[src/rtl/instr_fetch_unit.sv]
// ---------------------------------------------------------------------------
// instr_fetch_unit
//   Instruction-fetch front end. Holds the PC, fetches 32-bit words over a
//   req/ack instruction-memory port and presents one instruction at a time,
//   qualified by o_instr_valid, holding it while decode stalls. Branch/jump
//   redirects retarget the PC; any fetch already in flight is drained and its
//   data discarded so that no pre-redirect instruction is ever presented.
//
// Ports
//   i_clk            clock, rising edge
//   i_rst_n          asynchronous active-low reset
//   o_imem_req       fetch request, held until i_imem_ack
//   o_imem_addr      fetch address, stable while a request is pending
//   i_imem_ack       transfer completes when o_imem_req && i_imem_ack
//   i_imem_rdata     instruction word, valid in the ack cycle
//   i_stall          decode cannot accept the presented instruction
//   i_redirect_en    branch/jump taken (one-cycle pulse)
//   i_redirect_pc    redirect target
//   o_instr_valid    instruction and field outputs are live
//   o_instr          registered instruction word
//   o_opcode/o_rs/o_rt/o_rd/o_funct  field slices of o_instr
//   o_pc_out         address of the presented instruction
// ---------------------------------------------------------------------------
module instr_fetch_unit #(
  parameter int unsigned ADDR_W   = 32,
  parameter int unsigned RESET_PC = 32'd0,
  parameter int unsigned PC_STEP  = 32'd4
) (
  input  logic              i_clk,
  input  logic              i_rst_n,
  output logic              o_imem_req,
  output logic [ADDR_W-1:0] o_imem_addr,
  input  logic              i_imem_ack,
  input  logic [31:0]       i_imem_rdata,
  input  logic              i_stall,
  input  logic              i_redirect_en,
  input  logic [ADDR_W-1:0] i_redirect_pc,
  output logic              o_instr_valid,
  output logic [31:0]       o_instr,
  output logic [5:0]        o_opcode,
  output logic [4:0]        o_rs,
  output logic [4:0]        o_rt,
  output logic [4:0]        o_rd,
  output logic [5:0]        o_funct,
  output logic [ADDR_W-1:0] o_pc_out
);

  typedef enum logic [1:0] {
    ST_IDLE  = 2'd0,
    ST_FETCH = 2'd1,
    ST_HOLD  = 2'd2,
    ST_DRAIN = 2'd3
  } state_t;

  localparam logic [ADDR_W-1:0] RESET_PC_W = ADDR_W'(RESET_PC);
  localparam logic [ADDR_W-1:0] PC_STEP_W  = ADDR_W'(PC_STEP);
  localparam logic [ADDR_W-1:0] ADDR_ZERO  = {ADDR_W{1'b0}};

  state_t              r_state;
  logic [ADDR_W-1:0]   r_pc;
  logic [ADDR_W-1:0]   r_imem_addr;
  logic                r_imem_req;
  logic [31:0]         r_instr;
  logic [ADDR_W-1:0]   r_pc_out;
  logic                r_instr_valid;

  state_t              w_state_nxt;
  logic [ADDR_W-1:0]   w_pc_nxt;
  logic [ADDR_W-1:0]   w_addr_nxt;
  logic                w_req_nxt;
  logic [31:0]         w_instr_nxt;
  logic [ADDR_W-1:0]   w_pc_out_nxt;
  logic                w_valid_nxt;

  // State register.
  always_ff @(posedge i_clk or negedge i_rst_n) begin
    if (!i_rst_n) begin
      r_state <= ST_IDLE;
    end else begin
      r_state <= w_state_nxt;
    end
  end

  // Next-state and next-datapath values; everything defaults to "hold".
  always_comb begin
    w_state_nxt  = r_state;
    w_pc_nxt     = r_pc;
    w_addr_nxt   = r_imem_addr;
    w_instr_nxt  = r_instr;
    w_pc_out_nxt = r_pc_out;
    w_valid_nxt  = r_instr_valid;
    case (r_state)
      ST_IDLE: begin
        w_state_nxt = ST_FETCH;
        // A redirect seen before the first fetch retargets that fetch.
        if (i_redirect_en) begin
          w_pc_nxt   = i_redirect_pc;
          w_addr_nxt = i_redirect_pc;
        end else begin
          w_addr_nxt = r_pc;
        end
      end
      ST_FETCH: begin
        if (i_imem_ack && i_redirect_en) begin
          // Completed word is stale: drop it and re-request at the target.
          w_pc_nxt    = i_redirect_pc;
          w_addr_nxt  = i_redirect_pc;
          w_state_nxt = ST_FETCH;
        end else if (i_imem_ack) begin
          w_instr_nxt  = i_imem_rdata;
          w_pc_out_nxt = r_imem_addr;
          w_pc_nxt     = r_pc + PC_STEP_W;
          w_valid_nxt  = 1'b1;
          w_state_nxt  = ST_HOLD;
        end else if (i_redirect_en) begin
          // Address must stay put while the old request is outstanding.
          w_pc_nxt    = i_redirect_pc;
          w_state_nxt = ST_DRAIN;
        end else begin
          w_state_nxt = ST_FETCH;
        end
      end
      ST_DRAIN: begin
        if (i_imem_ack) begin
          w_state_nxt = ST_FETCH;
          // The most recent redirect target wins, even in the ack cycle.
          if (i_redirect_en) begin
            w_pc_nxt   = i_redirect_pc;
            w_addr_nxt = i_redirect_pc;
          end else begin
            w_addr_nxt = r_pc;
          end
        end else begin
          w_state_nxt = ST_DRAIN;
          if (i_redirect_en) begin
            w_pc_nxt = i_redirect_pc;
          end else begin
            w_pc_nxt = r_pc;
          end
        end
      end
      ST_HOLD: begin
        if (i_redirect_en) begin
          w_valid_nxt = 1'b0;
          w_pc_nxt    = i_redirect_pc;
          w_addr_nxt  = i_redirect_pc;
          w_state_nxt = ST_FETCH;
        end else if (!i_stall) begin
          w_valid_nxt = 1'b0;
          w_addr_nxt  = r_pc;
          w_state_nxt = ST_FETCH;
        end else begin
          w_state_nxt = ST_HOLD;
        end
      end
      default: begin
        w_state_nxt = ST_IDLE;
        w_pc_nxt    = RESET_PC_W;
        w_addr_nxt  = ADDR_ZERO;
        w_valid_nxt = 1'b0;
      end
    endcase
    // Request is registered from the next state so it is high exactly in FETCH/DRAIN.
    w_req_nxt = (w_state_nxt == ST_FETCH) || (w_state_nxt == ST_DRAIN);
  end

  // Datapath registers.
  always_ff @(posedge i_clk or negedge i_rst_n) begin
    if (!i_rst_n) begin
      r_pc          <= RESET_PC_W;
      r_imem_addr   <= ADDR_ZERO;
      r_imem_req    <= 1'b0;
      r_instr       <= 32'd0;
      r_pc_out      <= ADDR_ZERO;
      r_instr_valid <= 1'b0;
    end else begin
      r_pc          <= w_pc_nxt;
      r_imem_addr   <= w_addr_nxt;
      r_imem_req    <= w_req_nxt;
      r_instr       <= w_instr_nxt;
      r_pc_out      <= w_pc_out_nxt;
      r_instr_valid <= w_valid_nxt;
    end
  end

  assign o_imem_req    = r_imem_req;
  assign o_imem_addr   = r_imem_addr;
  assign o_instr_valid = r_instr_valid;
  assign o_instr       = r_instr;
  assign o_pc_out      = r_pc_out;
  // Field slices are only meaningful while o_instr_valid is high.
  assign o_opcode      = r_instr[31:26];
  assign o_rs          = r_instr[25:21];
  assign o_rt          = r_instr[20:16];
  assign o_rd          = r_instr[15:11];
  assign o_funct       = r_instr[5:0];

endmodule

[config.mk]
export PLATFORM = sky130hd
export DESIGN_NAME = instr_fetch_unit
export DESIGN_NICKNAME = d
export VERILOG_FILES = /design/src/rtl/instr_fetch_unit.sv
export SDC_FILE = /design/constraint.sdc
export NUM_CORES = 1
export LEC_CHECK = 0
export CAP_MARGIN = 30
export CORE_UTILIZATION = 40
export CTS_CLUSTER_SIZE = 24
export DETAILED_ROUTE_END_ITERATION = 8
export PLACE_DENSITY = 0.79
export SLEW_MARGIN = 30
export SYNTH_ARGS = -nofsm -noshare
export SYNTH_HDL_FRONTEND = slang
export SYNTH_SLANG_ARGS = --single-unit
[constraint.sdc]
create_clock -name i_clk -period 4.1 [get_ports i_clk]
set_input_delay 1.025 -clock i_clk [delete_from_list [all_inputs] [get_ports i_clk]]
set_output_delay 1.025 -clock i_clk [all_outputs]
set_load 0.05 [all_outputs]
==> results of run 1 <==
==> state kept, by name (all words and copies together), names as in the netlist <==
name and flops:
o_instr 32, o_instr_valid 1, r_state 2, r_pc 32, o_pc_out 32, o_imem_addr 32
==> cell type report <==
class	count	share of cell area
Tap cell	184	0.0268
Timing Repair Buffer	205	0.239
Multi-Input combinational cell	354	0.287
Clock buffer	23	0.0557
Sequential cell	131	0.382
Clock inverter	6	0.00933
Inverter	2	0.000875
==> final timing paths <==
kind,from,end,slack (ns),depth (start not counted)
worst max-delay path,i_redirect_en,r_pc[29]$_DFF_PN0_,0.80,6
worst min-delay path,r_pc[0]$_DFFE_PN0P_,r_pc[0]$_DFFE_PN0P_,0.47,2
worst max register to register,r_state[0]$_DFF_PN0_,r_pc[23]$_DFF_PN0_,1.35,5
worst min register to register,r_pc[0]$_DFFE_PN0P_,r_pc[0]$_DFFE_PN0P_,0.47,2
max in group asynchronous,i_rst_n,o_instr[16]$_DFFE_PN0P_,2.54,2
min in group asynchronous,i_rst_n,o_instr[12]$_DFFE_PN0P_,0.68,1
==> power groups by stage <==
| stage | clock network (mW) | registers (mW) | logic, mW |
|---|---|---|---|
| 6_report | 1.44 | 2.37 | 4.68 |
| 5_1_grt | 1.53 | 2.47 | 4.87 |
| 4_1_cts | 1.47 | 2.37 | 4.71 |
| 3_5_place_dp | 0 | 2.39 | 4.69 |
| 3_3_place_gp | 0 | 2.35 | 4.66 |
| 2_1_floorplan | 0 | 3.93 | 1.64 |
==> worst reg2reg max path, cell delays in order (launching register included) <==
cell and delay (ns):
dfrtp_1 0.43, nor2b_1 0.62, nand3b_1 0.59, nand2_2 0.62, o22ai_1 0.16, a211oi_1 0.21
==> through the flow <==
step	area [um^2]	setup WS, ns	total power, mW	instances	utilization
2_1_floorplan	6080	1.58	5.58	545	-
3_3_place_gp	8020	0.480	7.01	876	0.546
3_5_place_dp	8020	0.413	7.08	876	0.546
4_1_cts	8580	0.826	8.55	905	0.584
5_1_grt	8580	0.659	8.87	905	0.584
6_report	8580	0.801	8.48	905	0.584
==> cells by family after synthesis <==
kind of cell | share of synthesized area
and+or+nand+nor | 0.116
buffers and inverters | 0.0586
AOI/OAI and AO/OA | 0.141
muxes | 0.132
xor gates and xnor gates | 0.00576
DFF | 0.539
adders and majority gates | 0.00823
==> layer usage <==
| layer | wire length (um) | share of wire |
|---|---|---|
| met5 | 0 | 0 |
| met4 | 196 | 0.012 |
| met3 | 1030 | 0.065 |
| met2 | 7930 | 0.50 |
| met1 | 6780 | 0.43 |
==> cell usage in the layout (no fill, tap or decap), types with 3 or more instances in the layout <==
cell | netlist | layout
clkdlybuf4s50_1 | 0 | 192
dfrtp_1 | 131 | 131
mux2_2 | 64 | 64
nand2_1 | 55 | 54
o21ai_0 | 43 | 43
nor2_1 | 33 | 32
a22oi_1 | 30 | 30
clkbuf_16 | 0 | 17
a21oi_1 | 16 | 16
nand3_1 | 11 | 11
buf_4 | 28 | 10
a211oi_1 | 9 | 9
o22ai_1 | 9 | 9
mux2i_1 | 8 | 8
and3_1 | 6 | 6
nand4_1 | 5 | 5
nor3_1 | 5 | 5
o221a_2 | 5 | 5
nand2b_1 | 4 | 4
and4_1 | 4 | 4
ha_1 | 4 | 4
clkinv_2 | 0 | 4
nor2b_1 | 3 | 3
nand2_2 | 2 | 3
a311oi_1 | 3 | 3
a31oi_1 | 3 | 3
clkbuf_1 | 13 | 3
clkbuf_8 | 0 | 3
==> impl_metrics.env, run 1 <==
export IMPL_crit_buf_inv=1
export IMPL_switching_share=0.479
export IMPL_postCtsSetupBuffers=0
export IMPL_drc=24
export IMPL_h_tree_depth=4
export IMPL_grt_overflow_total=0
export IMPL_leakage_nw=3.53
export IMPL_syn2layout_area_growth_pct=41.1
export IMPL_gp_congestion=0.887
export IMPL_io_buffers=193
export IMPL_cts_tree="yes"
export IMPL_wl_per_cell_um=17.6
export IMPL_drtIter0Drc=453
export IMPL_timing_setup_tns_ns=0
export IMPL_multi_input_area_um2=2460
export IMPL_clkPwrFrac=0.170
export IMPL_cpMaxStageDelayCell="clkdlybuf4s50_1"
export IMPL_timing_hold_ws_ns=0.468
export IMPL_hold_viol_final=0
export IMPL_cts_resized=0
export IMPL_synth_cell_type_count=53
export IMPL_failed_checks="design-rule violations"
export IMPL_first_pass_iters=8
export IMPL_start_kind="input pin"
export IMPL_core_area_um2=14700
export IMPL_place_hpwl_um=11500
export IMPL_antenna_found_initial=0
export IMPL_grt_use_met1=0.274
export IMPL_critPathCaptureType="flop"
export IMPL_post_route_min_period_ns=3.30
export IMPL_cts_buffer_depth=2
export IMPL_crit_type="in -> reg"
export IMPL_setup_viol=0
export IMPL_worstPathArrival_ns=3.59
export IMPL_cp_max_fo=25
export IMPL_cts_root_buf="clkbuf_16"
export IMPL_synth_top_cells_by_area="dfrtp_1 54%, mux2_2 12%, a22oi_1 3.7%, o21ai_0 3.5%, buf_4 3.5%"
export IMPL_max_slew_margin_rel=0.430
export IMPL_numCtsBuffers=17
export IMPL_rsz0062_at_grt="no"
export IMPL_hold_buffers=0
export IMPL_finalCritPeriodShare=0.805
export IMPL_io_pins=194
export IMPL_syn_area_um2=6080
export IMPL_vias=4901
export IMPL_critical_path_top_delay_family="simple AND/OR/NAND/NOR gates"
export IMPL_grt_pass1_wl_um=26500
export IMPL_clock_sinks=131
export IMPL_drive_gt1_frac=0.166
export IMPL_final_nets=784
export IMPL_synth_ff_type="dfrtp_1"
export IMPL_chipWidth_um=125
export IMPL_async_flop_share=1.00
export IMPL_use_met3=0.0561
export IMPL_grt_use_total=0.217
export IMPL_die_area_um2=15700
export IMPL_avgSynthCellArea_um2=11.2
export IMPL_die_h_um=125
export IMPL_path_clk_slew_ns=0.05
export IMPL_num_antenna_cells=0
export IMPL_drtAntennaViolNets=0
export IMPL_p_int_mw=4.42
export IMPL_switchingPower_mw=4.06
export IMPL_yosysWarnings=0
export IMPL_routed_wl_um=15900
export IMPL_seqPwrFrac=0.279
export IMPL_max_stage_delay_ns=0.74
export IMPL_nFillCells=1191
export IMPL_combPwrFrac=0.551
export IMPL_synth_cells=545
export IMPL_first_global_vias=4911
export IMPL_synth_seq_cells=131
export IMPL_use_met2=0.362
export IMPL_syn_nets=618
export IMPL_drt_vias_per_instance=5.42
export IMPL_synth_commonest_cells="131 x dfrtp_1, 64 x mux2_2, 55 x nand2_1"
export IMPL_tightest_slew_ns=0.855
export IMPL_fmax_mhz=303
export IMPL_initial_core_util=0.414
export IMPL_yosysTopAreaCellShare=0.539
export IMPL_worstPathRequired_ns=4.39
export IMPL_slew_violations=0
export IMPL_yosysMostFrequentCell="dfrtp_1"
export IMPL_crit_chain="clkdlybuf4s50_1 -> ha_1 -> nand3b_1 -> nand2_2 -> o311a_1 -> a221o_1"
export IMPL_ir_drop_uv=457
export IMPL_grt_max_degree=93
export IMPL_insertion_delay_ns=0.41
export IMPL_seqCellArea_um2=3280
export IMPL_min_path_type="reg -> reg"
export IMPL_finClkSkew_ns=0.0118
export IMPL_synth_enable_flop_cells=0
export IMPL_status="complete, but fails checks"
export IMPL_synth_top_cell_by_area="dfrtp_1"
export IMPL_maxCapViolations=0
export IMPL_grt_busiest_layer="met2"
export IMPL_power_density_cell_area_nw_per_um2=988
export IMPL_rows=44
export IMPL_seq_area_frac_synth=0.539
Note: power is estimated with default switching activity, not from simulation.
==> run 2, diff against run 1 <==
--- a/config.mk
+++ b/config.mk
@@ -9,7 +9,7 @@
 export CORE_UTILIZATION = 40
 export CTS_CLUSTER_SIZE = 24
 export DETAILED_ROUTE_END_ITERATION = 8
-export PLACE_DENSITY = 0.79
+export PLACE_DENSITY = 0.81
 export SLEW_MARGIN = 30
 export SYNTH_ARGS = -nofsm -noshare
 export SYNTH_HDL_FRONTEND = slang
==> constraint.sdc (replaced) <==
create_clock -name i_clk -period 3 [get_ports i_clk]
set_input_delay 0.75 -clock i_clk [delete_from_list [all_inputs] [get_ports i_clk]]
set_output_delay 0.75 -clock i_clk [all_outputs]
set_load 0.05 [all_outputs]
==> run 2 against run 1 <==
Effect of this change: the flow still finishes with violations (design-rule violations); hold slack worse by 0.24 ns; first-iteration DRC count increased by 40%; via count grew 4.2%; core utilization increased by 1.2 points; register-to-register slack worse by 0.53 ns.
==> impl_metrics.env, run 2 (synthesis gave the netlist of run 1 again) <==
export IMPL_status="complete, but fails checks"
export IMPL_failed_checks="design-rule violations"
export IMPL_rows=44
export IMPL_io_pins=194
export IMPL_maxCapViolations=0
export IMPL_antenna_found_initial=0
export IMPL_path_clk_slew_ns=0.06
export IMPL_ir_drop_uv=788
export IMPL_routed_wl_um=17200
export IMPL_final_nets=797
export IMPL_num_antenna_cells=0
export IMPL_seqCellArea_um2=3280
export IMPL_drtIter0Drc=635
export IMPL_setup_viol=0
export IMPL_critPathCaptureType="flop"
export IMPL_slew_violations=0
export IMPL_layout_setup_ws_ns=0.346
export IMPL_hold_viol_final=0
export IMPL_grt_use_total=0.227
export IMPL_first_global_vias=5148
export IMPL_drt_vias_per_instance=5.55
export IMPL_fmax_mhz=377
export IMPL_wl_per_cell_um=18.7
export IMPL_die_area_um2=15700
export IMPL_hold_buffers=0
export IMPL_grt_max_degree=93
export IMPL_utilization=0.596
export IMPL_max_slew_margin_rel=0.318
export IMPL_post_place_ws_ns=-0.00111
export IMPL_cts_tree="yes"
export IMPL_cts_root_buf="clkbuf_16"
export IMPL_power_density_cell_area_nw_per_um2=1370
export IMPL_first_pass_iters=9
export IMPL_initial_core_util=0.414
export IMPL_finClkSkew_ns=0.00704
export IMPL_multi_input_area_um2=2460
export IMPL_syn2layout_area_growth_pct=44.0
export IMPL_postCtsSetupBuffers=0
export IMPL_clock_sinks=131
export IMPL_cts_buffer_depth=2
export IMPL_post_route_min_period_ns=2.65
export IMPL_rsz0062_at_grt="no"
export IMPL_cts_resized=0
export IMPL_tightest_slew_ns=1.02
export IMPL_leakage_nw=3.63
export IMPL_crit_type="in -> reg"
export IMPL_chipWidth_um=125
export IMPL_numCtsBuffers=17
export IMPL_drc=23
export IMPL_final_cell_mix="192 x clkdlybuf4s50_1, 131 x dfrtp_1, 64 x mux2_2, 54 x nand2_1, 43 x o21ai_0"
export IMPL_grt_overflow_total=0
export IMPL_cp_max_fo=12
export IMPL_core_area_um2=14700
export IMPL_min_path_type="in -> async"
export IMPL_io_buffers=193
export IMPL_place_hpwl_um=12300
export IMPL_worstPathRequired_ns=3.32
export IMPL_worstPathArrival_ns=2.97
export IMPL_layout_commonest_cell="clkdlybuf4s50_1"
export IMPL_insertion_delay_ns=0.42
export IMPL_nFillCells=1160
export IMPL_gp_congestion=0.887
export IMPL_drive_gt1_frac=0.189
export IMPL_grt_pass1_wl_um=27700
export IMPL_h_tree_depth=4
export IMPL_start_kind="input pin"
export IMPL_drtAntennaViolNets=0
export IMPL_finalCritPeriodShare=0.885
export IMPL_die_h_um=125
export IMPL_vias=5107
==> run 2: changes by cell type in the layout (fill, tap and decap cells not counted) <==
cell	before	now
clkinvlp_4	0	1
clkbuf_8	3	2
bufinv_16	2	4
buf_4	10	23
clkbuf_1	3	0
clkinv_4	0	4
==> run 2: area by class of cell <==
| class | instances | area share |
|---|---|---|
| well taps | 184 | 0.0263 |
| clock buffers | 19 | 0.0517 |
| repair buffers | 218 | 0.245 |
| inverters | 2 | 0.000857 |
| clock inverters | 13 | 0.0209 |
| flip-flops and latches | 131 | 0.374 |
| multi-input cells | 354 | 0.281 |
==> run 2: worst paths after layout <==
path	start	end	slack, ns	cells after the start
setup / recovery	i_redirect_en	r_pc[22]$_DFF_PN0_	0.35	7
hold / removal	i_rst_n	o_pc_out[13]$_DFFE_PN0P_	0.23	1
setup reg to reg	r_state[1]$_DFF_PN0_	r_pc[22]$_DFF_PN0_	0.82	5
hold reg to reg	r_pc[0]$_DFFE_PN0P_	r_pc[0]$_DFFE_PN0P_	0.48	2
max in group asynchronous	i_rst_n	o_pc_out[18]$_DFFE_PN0P_	1.95	2
min in group i_clk	r_pc[0]$_DFFE_PN0P_	r_pc[0]$_DFFE_PN0P_	0.48	2
==> run 2: critical path, stage by stage <==
cell             delay, ns
clkdlybuf4s50_1       0.54
buf_4                 0.22
inv_1                 0.13
o21a_1                0.15
nor2_1                0.78
a311oi_1              0.11
a211oi_1              0.29
==> run 2: where the power goes <==
part | internal (mW) | switching, mW | leakage, nW
sequential | 2.57 | 0.721 | 1.57
clock | 1.43 | 0.776 | 0.313
combinational | 2.23 | 4.22 | 1.75
==> run 2: metal layers <==
metal	share of wire	track usage
met3	0.073	0.0663
met5	0	0
met2	0.50	0.383
met1	0.41	0.277
met4	0.019	0.0789
==> run 2: per-stage QoR <==
step | power (mW) | hold slack [ns] | instances | cell area, um^2 | TNS [ns]
after floorplan | 7.62 | 0.438 | 545 | 6080 | 0
after global placement | 9.64 | 0.451 | 889 | 8120 | 0
after detailed placement | 9.78 | 0.468 | 889 | 8120 | -0.00111
after CTS | 12.0 | 0.231 | 921 | 8760 | 0
after global routing | 12.4 | 0.244 | 921 | 8760 | 0
final | 12.0 | 0.229 | 921 | 8760 | 0
==> run 3, diff against run 2 <==
--- a/config.mk
+++ b/config.mk
@@ -10,6 +10,7 @@
 export CTS_CLUSTER_SIZE = 24
 export DETAILED_ROUTE_END_ITERATION = 8
 export PLACE_DENSITY = 0.81
+export SETUP_SLACK_MARGIN = 0.02
 export SLEW_MARGIN = 30
 export SYNTH_ARGS = -nofsm -noshare
 export SYNTH_HDL_FRONTEND = slang
==> results of run 3 <==
The final DEF is identical to that of run 2; final timing and power are the same.
